### src/rtl/rescale_ctrl_if.sv
// Handshake bundle between rescale_ctrl and its surroundings: configuration,
// upstream number stream, rescale datapath and downstream image stream.
interface rescale_ctrl_if #(
    parameter int unsigned NUM_WIDTH = 33,
    parameter int unsigned IMG_WIDTH = 16
);
    logic [7:0]           cfg_shift;
    logic                 cfg_valid;
    logic                 cfg_ready;
    logic                 cfg_clamp;
    logic [NUM_WIDTH-1:0] up_data;
    logic                 up_valid;
    logic                 up_rdy;
    logic [7:0]           rs_shift;
    logic [NUM_WIDTH-1:0] rs_data;
    logic [IMG_WIDTH-1:0] rs_result;
    logic [IMG_WIDTH-1:0] dn_data;
    logic                 dn_valid;
    logic                 dn_rdy;
    logic                 busy;

    // Controller side
    modport slave (
        input  cfg_shift, cfg_valid, up_data, up_valid, rs_result, dn_rdy,
        output cfg_ready, cfg_clamp, up_rdy, rs_shift, rs_data, dn_data, dn_valid, busy
    );

    // Environment side
    modport master (
        output cfg_shift, cfg_valid, up_data, up_valid, rs_result, dn_rdy,
        input  cfg_ready, cfg_clamp, up_rdy, rs_shift, rs_data, dn_data, dn_valid, busy
    );
endinterface

### src/rtl/rescale_ctrl.sv
// Rescale controller: feeds a fixed-latency rescale datapath, tracks words in
// flight with a tag pipe, buffers results in a credit-protected FIFO and
// applies shift updates only once the datapath has drained.
module rescale_ctrl #(
    parameter int unsigned NUM_WIDTH = 33,
    parameter int unsigned IMG_WIDTH = 16,
    parameter int unsigned LATENCY   = 4,
    parameter int unsigned DEPTH     = 8
) (
    input logic           clk,
    input logic           rst_n,
    rescale_ctrl_if.slave bus_io
);

    localparam int unsigned PtrW     = $clog2(DEPTH);
    localparam int unsigned CntW     = $clog2(DEPTH) + 1;
    localparam int unsigned SumW     = CntW + 1;
    localparam int unsigned MaxShift = NUM_WIDTH - IMG_WIDTH;

    typedef enum logic [1:0] {StRun, StDrain, StLoad} state_e;

    state_e               state_q;
    logic                 cfg_ready_q;
    logic                 cfg_clamp_q;
    logic [7:0]           rs_shift_q;
    logic                 rdy_en_q;

    logic [LATENCY-1:0]   tag_q, tag_d;
    logic [PtrW-1:0]      wr_ptr_q, wr_ptr_d;
    logic [PtrW-1:0]      rd_ptr_q, rd_ptr_d;
    logic [CntW-1:0]      fifo_cnt_q, fifo_cnt_d;
    logic [IMG_WIDTH-1:0] mem_q [DEPTH];

    logic [SumW-1:0]      inflight;
    logic                 credit_ok;
    logic                 up_rdy;
    logic                 accept;
    logic                 push;
    logic                 pop;
    logic                 dn_valid;
    logic                 shift_clamp;
    logic [7:0]           shift_sat;

    // Credit: words in the datapath plus words buffered must leave FIFO room
    always_comb begin
        inflight = '0;
        for (int i = 0; i < int'(LATENCY); i++) begin
            inflight = inflight + SumW'(tag_q[i]);
        end
        credit_ok = (inflight + SumW'(fifo_cnt_q)) < SumW'(DEPTH);
    end

    // Handshake decode; a pending cfg request blocks upstream in the same cycle.
    // rdy_en_q keeps up_rdy low until the first edge after reset release.
    always_comb begin
        up_rdy   = rdy_en_q && (state_q == StRun) && !bus_io.cfg_valid && credit_ok;
        accept   = bus_io.up_valid && up_rdy;
        push     = tag_q[LATENCY-1];
        dn_valid = (fifo_cnt_q != '0);
        pop      = dn_valid && bus_io.dn_rdy;
    end

    // Next state for tag pipe and FIFO pointers/count
    always_comb begin
        tag_d    = (tag_q << 1) | LATENCY'(accept);
        wr_ptr_d = wr_ptr_q + PtrW'(push);
        rd_ptr_d = rd_ptr_q + PtrW'(pop);
        unique case ({push, pop})
            2'b10:   fifo_cnt_d = fifo_cnt_q + CntW'(1);
            2'b01:   fifo_cnt_d = fifo_cnt_q - CntW'(1);
            default: fifo_cnt_d = fifo_cnt_q;
        endcase
    end

    // Tag pipe and FIFO bookkeeping registers
    always_ff @(posedge clk or negedge rst_n) begin
        if (!rst_n) begin
            tag_q      <= '0;
            wr_ptr_q   <= '0;
            rd_ptr_q   <= '0;
            fifo_cnt_q <= '0;
        end else begin
            tag_q      <= tag_d;
            wr_ptr_q   <= wr_ptr_d;
            rd_ptr_q   <= rd_ptr_d;
            fifo_cnt_q <= fifo_cnt_d;
        end
    end

    // FIFO storage; contents are don't-care until the count covers them
    always_ff @(posedge clk) begin
        if (push) begin
            mem_q[wr_ptr_q] <= bus_io.rs_result;
        end
    end

    // Saturate the requested shift to what the datapath can represent
    always_comb begin
        shift_clamp = 32'(bus_io.cfg_shift) > MaxShift;
        shift_sat   = shift_clamp ? 8'(MaxShift) : bus_io.cfg_shift;
    end

    // Control FSM with registered cfg_ready, rs_shift and sticky clamp flag.
    // cfg_ready is high during LOAD; cfg_shift is sampled at the LOAD exit edge.
    always_ff @(posedge clk or negedge rst_n) begin
        if (!rst_n) begin
            state_q     <= StRun;
            cfg_ready_q <= 1'b0;
            cfg_clamp_q <= 1'b0;
            rs_shift_q  <= '0;
            rdy_en_q    <= 1'b0;
        end else begin
            rdy_en_q    <= 1'b1;
            cfg_ready_q <= 1'b0;
            unique case (state_q)
                StRun: begin
                    if (bus_io.cfg_valid) begin
                        state_q <= StDrain;
                    end
                end
                StDrain: begin
                    if (tag_q == '0) begin
                        state_q     <= StLoad;
                        cfg_ready_q <= 1'b1;
                    end
                end
                StLoad: begin
                    rs_shift_q <= shift_sat;
                    if (shift_clamp) begin
                        cfg_clamp_q <= 1'b1;
                    end
                    state_q <= StRun;
                end
                default: state_q <= StRun;
            endcase
        end
    end

    assign bus_io.up_rdy    = up_rdy;
    assign bus_io.rs_data   = bus_io.up_data;
    assign bus_io.rs_shift  = rs_shift_q;
    assign bus_io.cfg_ready = cfg_ready_q;
    assign bus_io.cfg_clamp = cfg_clamp_q;
    assign bus_io.dn_data   = mem_q[rd_ptr_q];
    assign bus_io.dn_valid  = dn_valid;
    assign bus_io.busy      = (tag_q != '0) || (fifo_cnt_q != '0);

endmodule
### src/flat_wrapper.sv
// flat-port wrapper written by rule: the top's interface ports become plain ports
module rescale_ctrl_flat 
#(
    parameter int unsigned NUM_WIDTH = 33,
    parameter int unsigned IMG_WIDTH = 16,
    parameter int unsigned LATENCY   = 4,
    parameter int unsigned DEPTH     = 8
)
  (clk, rst_n, bus_io_cfg_shift, bus_io_cfg_valid, bus_io_up_data, bus_io_up_valid, bus_io_rs_result, bus_io_dn_rdy, bus_io_cfg_ready, bus_io_cfg_clamp, bus_io_up_rdy, bus_io_rs_shift, bus_io_rs_data, bus_io_dn_data, bus_io_dn_valid, bus_io_busy);
  rescale_ctrl_if #(.NUM_WIDTH(NUM_WIDTH), .IMG_WIDTH(IMG_WIDTH)) bus_io_i ();
  input logic clk;
  input logic rst_n;
  input wire logic [$bits(bus_io_i.cfg_shift)-1:0] bus_io_cfg_shift;
  input wire logic [$bits(bus_io_i.cfg_valid)-1:0] bus_io_cfg_valid;
  input wire logic [$bits(bus_io_i.up_data)-1:0] bus_io_up_data;
  input wire logic [$bits(bus_io_i.up_valid)-1:0] bus_io_up_valid;
  input wire logic [$bits(bus_io_i.rs_result)-1:0] bus_io_rs_result;
  input wire logic [$bits(bus_io_i.dn_rdy)-1:0] bus_io_dn_rdy;
  output wire logic [$bits(bus_io_i.cfg_ready)-1:0] bus_io_cfg_ready;
  output wire logic [$bits(bus_io_i.cfg_clamp)-1:0] bus_io_cfg_clamp;
  output wire logic [$bits(bus_io_i.up_rdy)-1:0] bus_io_up_rdy;
  output wire logic [$bits(bus_io_i.rs_shift)-1:0] bus_io_rs_shift;
  output wire logic [$bits(bus_io_i.rs_data)-1:0] bus_io_rs_data;
  output wire logic [$bits(bus_io_i.dn_data)-1:0] bus_io_dn_data;
  output wire logic [$bits(bus_io_i.dn_valid)-1:0] bus_io_dn_valid;
  output wire logic [$bits(bus_io_i.busy)-1:0] bus_io_busy;
  assign bus_io_i.cfg_shift = bus_io_cfg_shift;
  assign bus_io_i.cfg_valid = bus_io_cfg_valid;
  assign bus_io_i.up_data = bus_io_up_data;
  assign bus_io_i.up_valid = bus_io_up_valid;
  assign bus_io_i.rs_result = bus_io_rs_result;
  assign bus_io_i.dn_rdy = bus_io_dn_rdy;
  assign bus_io_cfg_ready = bus_io_i.cfg_ready;
  assign bus_io_cfg_clamp = bus_io_i.cfg_clamp;
  assign bus_io_up_rdy = bus_io_i.up_rdy;
  assign bus_io_rs_shift = bus_io_i.rs_shift;
  assign bus_io_rs_data = bus_io_i.rs_data;
  assign bus_io_dn_data = bus_io_i.dn_data;
  assign bus_io_dn_valid = bus_io_i.dn_valid;
  assign bus_io_busy = bus_io_i.busy;
  rescale_ctrl #(.NUM_WIDTH(NUM_WIDTH), .IMG_WIDTH(IMG_WIDTH), .LATENCY(LATENCY), .DEPTH(DEPTH)) u_core (.clk(clk), .rst_n(rst_n), .bus_io(bus_io_i));
endmodule
### config.mk
export PLATFORM = sky130hd
export DESIGN_NAME = rescale_ctrl_flat
export DESIGN_NICKNAME = d
export VERILOG_FILES = /design/src/rtl/rescale_ctrl_if.sv /design/src/rtl/rescale_ctrl.sv /design/src/flat_wrapper.sv
export SDC_FILE = /design/constraint.sdc
export NUM_CORES = 1
export LEC_CHECK = 0
export ABC_AREA = 1
export ABC_CLOCK_PERIOD_IN_PS = 3800
export BUFFER_PORTS_ARGS = -buffer_cell sky130_fd_sc_hd__buf_4
export CORE_UTILIZATION = 60
export CTS_BUF_LIST = sky130_fd_sc_hd__clkbuf_16
export CTS_CLUSTER_DIAMETER = 100
export DETAILED_ROUTE_END_ITERATION = 8
export HOLD_SLACK_MARGIN = 0.1
export PLACE_DENSITY = 0.93
export SLEW_MARGIN = 20
export SYNTH_ARGS = -nofsm -noshare
export SYNTH_HDL_FRONTEND = slang
export SYNTH_SLANG_ARGS = --single-unit
### constraint.sdc
create_clock -name clk -period 3.8 [get_ports clk]
set_input_delay 0.76 -clock clk [delete_from_list [all_inputs] [get_ports clk]]
set_output_delay 0.76 -clock clk [all_outputs]
set_load 0.02 [all_outputs]
== Word-level counts from Yosys, hierarchy flattened ==
Memory sizes are Yosys's and may differ from the RTL's.
Cells that the tools add are included.
Storage, ports and cells
  bits in read-only memories: 0
  RAM bits: 128
  bits in latches: 0
  register bits: 27
  bits of input ports: 62
  word-level logic and storage cells: 50
  memories: 1
Cells by class
  reductions and logical operators: 14
  div/mod/pow operators: 0
  shift operators: 0
  magnitude comparators: 2
  add/sub/neg operators: 8
  $mul: 0
  bitwise logic cells: 1
  eq/ne operators: 6
  mux-type cells: 9
Memories
  u_core.mem_q: depth 8, bits a word 16, rd ports 1, clocked after memory_dff 0, write ports 1, RTL line rescale_ctrl.sv:32  | logic [IMG_WIDTH-1:0] mem_q [DEPTH];
Operators with widths (number)
  $add A5 B1 Y5: 2
  $gt A8 B5 Y1 const B: 1
  $mux W8: 1
  $pmux W4 S2: 1
  $reduce_bool A4 Y1: 2
  $add A3 B1 Y3: 2
  $add A5 B4 Y5: 1
  $logic_and A1 B1 Y1: 5
  $lt A5 B4 Y1 const B: 1
  $add A4 B1 Y4 const B: 1
  $eq A2 B1 Y1 const B: 2
  $eq A2 B2 Y1 const B: 2
  $logic_not A4 Y1: 1
  $mux W1: 4
  $mux W2: 2
  $or A4 B1 Y4: 1
  $pmux W2 S2: 1
  $reduce_and A2 Y1: 2
  $sub A4 B1 Y4 const B: 1
  $add A1 B1 Y2: 1
  $logic_not A2 Y1: 1
  $ne A2 B1 Y1 const B: 1
  $ne A2 B2 Y1 const B: 1
  $reduce_bool A2 Y1: 1
  2 further kinds: 2

== Depth between registers and ports, before layout ==
  depth in word-level cells: 8
  mapped depth: 13

== Least setup slack after synthesis ==
Ideal clock, no wire load.
  path type: register to output
  from: register u_core.tag_q[0]
  to: output port bus_io_up_rdy
  required time: 3.040 ns
  stages on the path, launching flop included: 12
  data arrival time: 1.663 ns
  path slack: 1.377 ns
  cells stage by stage: dfrtp_1 -> inv_1 -> ha_1 -> inv_1 -> fa_1 -> inv_1 -> ha_1 -> nand2_1 -> o21bai_1 -> nand2_1 -> nand3_1 -> inv_1
Between the ends
  word-level cells in the longest chain between the ends: 6
Ends and longest elaborated chain
  from (decl): RTL line rescale_ctrl.sv:28  | logic [LATENCY-1:0] tag_q, tag_d;
  from (signal assigned): RTL line rescale_ctrl.sv:83  | tag_q <= tag_d;
  $add A1 B1 Y2: RTL line rescale_ctrl.sv:48  | inflight = inflight + SumW'(tag_q[i]);
  $add A5 B1 Y5 (2 in series): RTL line rescale_ctrl.sv:48
  $add A5 B4 Y5: RTL line rescale_ctrl.sv:50  | credit_ok = (inflight + SumW'(fifo_cnt_q)) < SumW'(DEPTH);
  $lt A5 B4 Y1: RTL line rescale_ctrl.sv:50
  $logic_and A1 B1 Y1: RTL line rescale_ctrl.sv:56  | up_rdy = rdy_en_q && (state_q == StRun) && !bus_io.cfg_valid && credit_ok;
  to (decl): RTL line flat_wrapper.sv:21  | output wire logic [$bits(bus_io_i.up_rdy)-1:0] bus_io_up_rdy;
Every way passes these cells.

== Worst setup path in the final report ==
  from: register u_core.tag_q[1]
  to: output port bus_io_up_rdy
The elaborated chain is that of the path after synthesis.

==> flow_metrics.py <==
metrics = {
    "worst_setup_path": {
        "cp_num_buf_inv": 5,
        "cp_max_fo": 3,
        "crit_required_ns": 3.04,
        "crit_family": "adder cells",
        "slowest_stage": "dfrtp_1",
        "critPathKind": "reg -> out",
        "crit_path_max_incr_delay_ns": 0.39,
        "path_cells": "inv_1 > ha_1 > inv_1 > fa_1 > inv_1 > ha_1 > nand2_1 > o21bai_1 > nand2_1 > nand3_1 > inv_1 > buf_4",
        "startpoint_type": "flip-flop",
        "critPathCaptureType": "output pin",
        "arrival_ns": 2.26,
        "crit_top_cell": "inv_1",
        "reg2reg_slack_ns": 1.67,
    },
    "clock_network": {
        "clkTransAtPathRegs_ns": 0.07,
        "clock_latency_ns": 0.42,
        "htree_levels": 4,
        "cts_tree": "built",
        "cts_root_buf": "clkbuf_16",
        "cts_buffer_depth": 2,
        "numCtsBuffers": 17,
        "postCtsResizedCells": 0,
        "cts_num_sinks": 155,
        "cts-hold-fix-buffers": 0,
        "post_cts_buffers": 0,
    },
    "pwr": {
        "p_leak_nw": 3.14,
        "power_density_nw_per_um2": 756,
        "ir_drop_uv": 509,
    },
    "floorplanning": {
        "die_y_um": 108,
        "ioPinCount": 124,
        "initial_core_util": 0.616,
        "core_um2": 10900,
        "die_area_um2": 11600,
        "num_rows": 38,
        "die_w_um": 108,
    },
    "min_path": {
        "hp-class": "in -> async",
    },
    "synthesis": {
        "synthCells": 615,
        "yosys_warnings": 0,
        "synth.net_count": 691,
        "ys_types": 23,
        "synth-seq-area-share": 0.674,
        "async_flop_share": 0.174,
        "synth_area_per_cell_um2": 10.9,
        "synth_ff_type": "edfxtp_1",
        "synth_area_um2": 6710,
        "ys_ff_latch": 155,
        "synth-edff-count": 128,
    },
    "finish": {
        "final_common_cell": "nand2_1",
        "antenna_cells": 0,
        "layout_common_cells": "164 x nand2_1, 128 x edfxtp_1, 104 x nor2_1, 70 x buf_4, 46 x o21ai_1",
        "nNetsFinal": 724,
        "syn_to_final_growth_pct": 12.8,
        "layout-drive-gt1-share": 0.165,
    },
    "timing": {
        "finalMaxSlewViolations": 0,
        "worst_clock_skew_ns": 0.00933,
        "fmax_mhz": 331,
        "fin_setup_tns_ns": 0,
        "setup_viol": 0,
        "worst_slew_pin_slew_ns": 0.718,
        "min_period_ns": 3.02,
        "timing.final.ws_setup_ns": 0.780,
        "hold_viol": 0,
        "final.period_utilization": 0.795,
        "slew_headroom": 0.521,
        "rsz0062_at_grt": "no",
    },
    "global_routing": {
        "met3_usage": 0.0793,
        "grt_max_degree": 66,
        "track_usage": 0.257,
        "antenna_found_initial": 0,
        "grt_pass1_vias": 4443,
        "grt_pass1_wl_um": 21600,
        "use_met1": 0.294,
        "grt_overflow_total": 0,
        "use_met2": 0.429,
        "busiest_layer": "met2",
    },
    "detailed_routing": {
        "ant_nets": 0,
        "drt-total-wl_um": 14000,
        "first_pass_iters": 5,
        "via_per_inst": 5.55,
        "num_vias": 4444,
        "drcViolationCount": 0,
        "avgRoutedWirePerCell_um": 17.4,
        "first_iter_violations": 276,
    },
    "placed_design": {
        "port_buffers": 57,
        "hpwl_um": 7830,
        "dp_slack_ns": 1.22,
        "gp_congestion": 0.777,
    },
    "flow_run": {
        "drv_cap": 0,
    },
    "run_status": {
        "status": "finished clean",
    },
}
stage by stage:
stage          power, mW  utilization  hold slack [ns]  std cells  cell area (um^2)
2_1_floorplan       3.58            -            0.375        615              6710
3_3_place_gp        4.04        0.644            0.386        769              7010
3_5_place_dp        4.13        0.644            0.403        769              7010
4_1_cts             5.73        0.695            0.240        801              7570
5_1_grt             6.05        0.695            0.255        801              7570
6_report            5.72        0.695            0.241        801              7570
final timing paths:
check | from | endpoint | cells past startpoint
setup / recovery | u_core.tag_q[1] | bus_io_up_rdy | 12
hold / removal | rst_n | u_core.tag_q[0] | 1
setup reg to reg | u_core.fifo_cnt_q[0] | u_core.fifo_cnt_q[3] | 11
hold reg to reg | u_core.tag_q[2] | u_core.tag_q[3] | 0
max in group asynchronous | rst_n | u_core.rd_ptr_q[0] | 1
min in group clk | u_core.tag_q[2] | u_core.tag_q[3] | 0
where the power goes:
| part | total [mW] | switching [mW] | leakage [nW] | internal [mW] |
|---|---|---|---|---|
| sequential | 2.06 | 0.0906 | 1.49 | 1.97 |
| combinational | 2.10 | 1.38 | 1.39 | 0.719 |
| clock | 1.57 | 0.710 | 0.263 | 0.858 |
| total | 5.72 | 2.18 | 3.14 | 3.54 |
synthesized netlist by cell type (2+ instances only):
library cell,number,share of area
o21ai_1,46,0.034
fa_1,2,0.0060
nand2_1,164,0.092
nor2_1,104,0.058
buf_6,6,0.010
buf_4,34,0.038
clkbuf_1,4,0.0022
nor3_1,2,0.0015
o21ai_0,25,0.019
nand3_1,5,0.0037
ha_1,12,0.022
dfrtp_1,27,0.10
edfxtp_1,128,0.57
buf_2,11,0.0082
inv_2,2,0.0011
or2_2,3,0.0028
xor2_1,3,0.0039
inv_1,32,0.018
cells by family (layout without fill, tap and decap cells):
| kind of cell | count (synthesis) | in the layout | share of synthesized area |
|---|---|---|---|
| flops | 155 | 155 | 0.674 |
| fa+ha+maj | 14 | 14 | 0.0284 |
| compound gates | 72 | 72 | 0.0541 |
| other cells | 1 | 1 | 0.000559 |
| simple gates | 279 | 279 | 0.160 |
| buf+inv | 90 | 136 | 0.0783 |
| xor+xnor | 4 | 4 | 0.00522 |
metal layers:
| layer | share of wire | routed length [um] |
|---|---|---|
| met2 | 0.49 | 6880 |
| met3 | 0.096 | 1350 |
| met4 | 0.039 | 547 |
| met1 | 0.37 | 5200 |
| met5 | 0 | 0 |
flip-flops by register name (all words and copies together), names as in the netlist:
signal and flops:
u_core.bus_io.cfg_clamp 1, u_core.bus_io.cfg_ready 1, u_core.bus_io.rs_shift 8, u_core.fifo_cnt_q 4, u_core.mem_q 128, u_core.rd_ptr_q 3
u_core.rdy_en_q 1, u_core.state_q 2, u_core.tag_q 4, u_core.wr_ptr_q 3
cell type report:
class	count	area [um^2]
clock inverters	15	130
repair buffers	70	526
clock buffers	17	425
fillers	674	3320
inverters	34	128
well taps	140	175
flip-flops and latches	155	4520
multi-input cells	370	1660
Power figures use the tool's default switching activity.
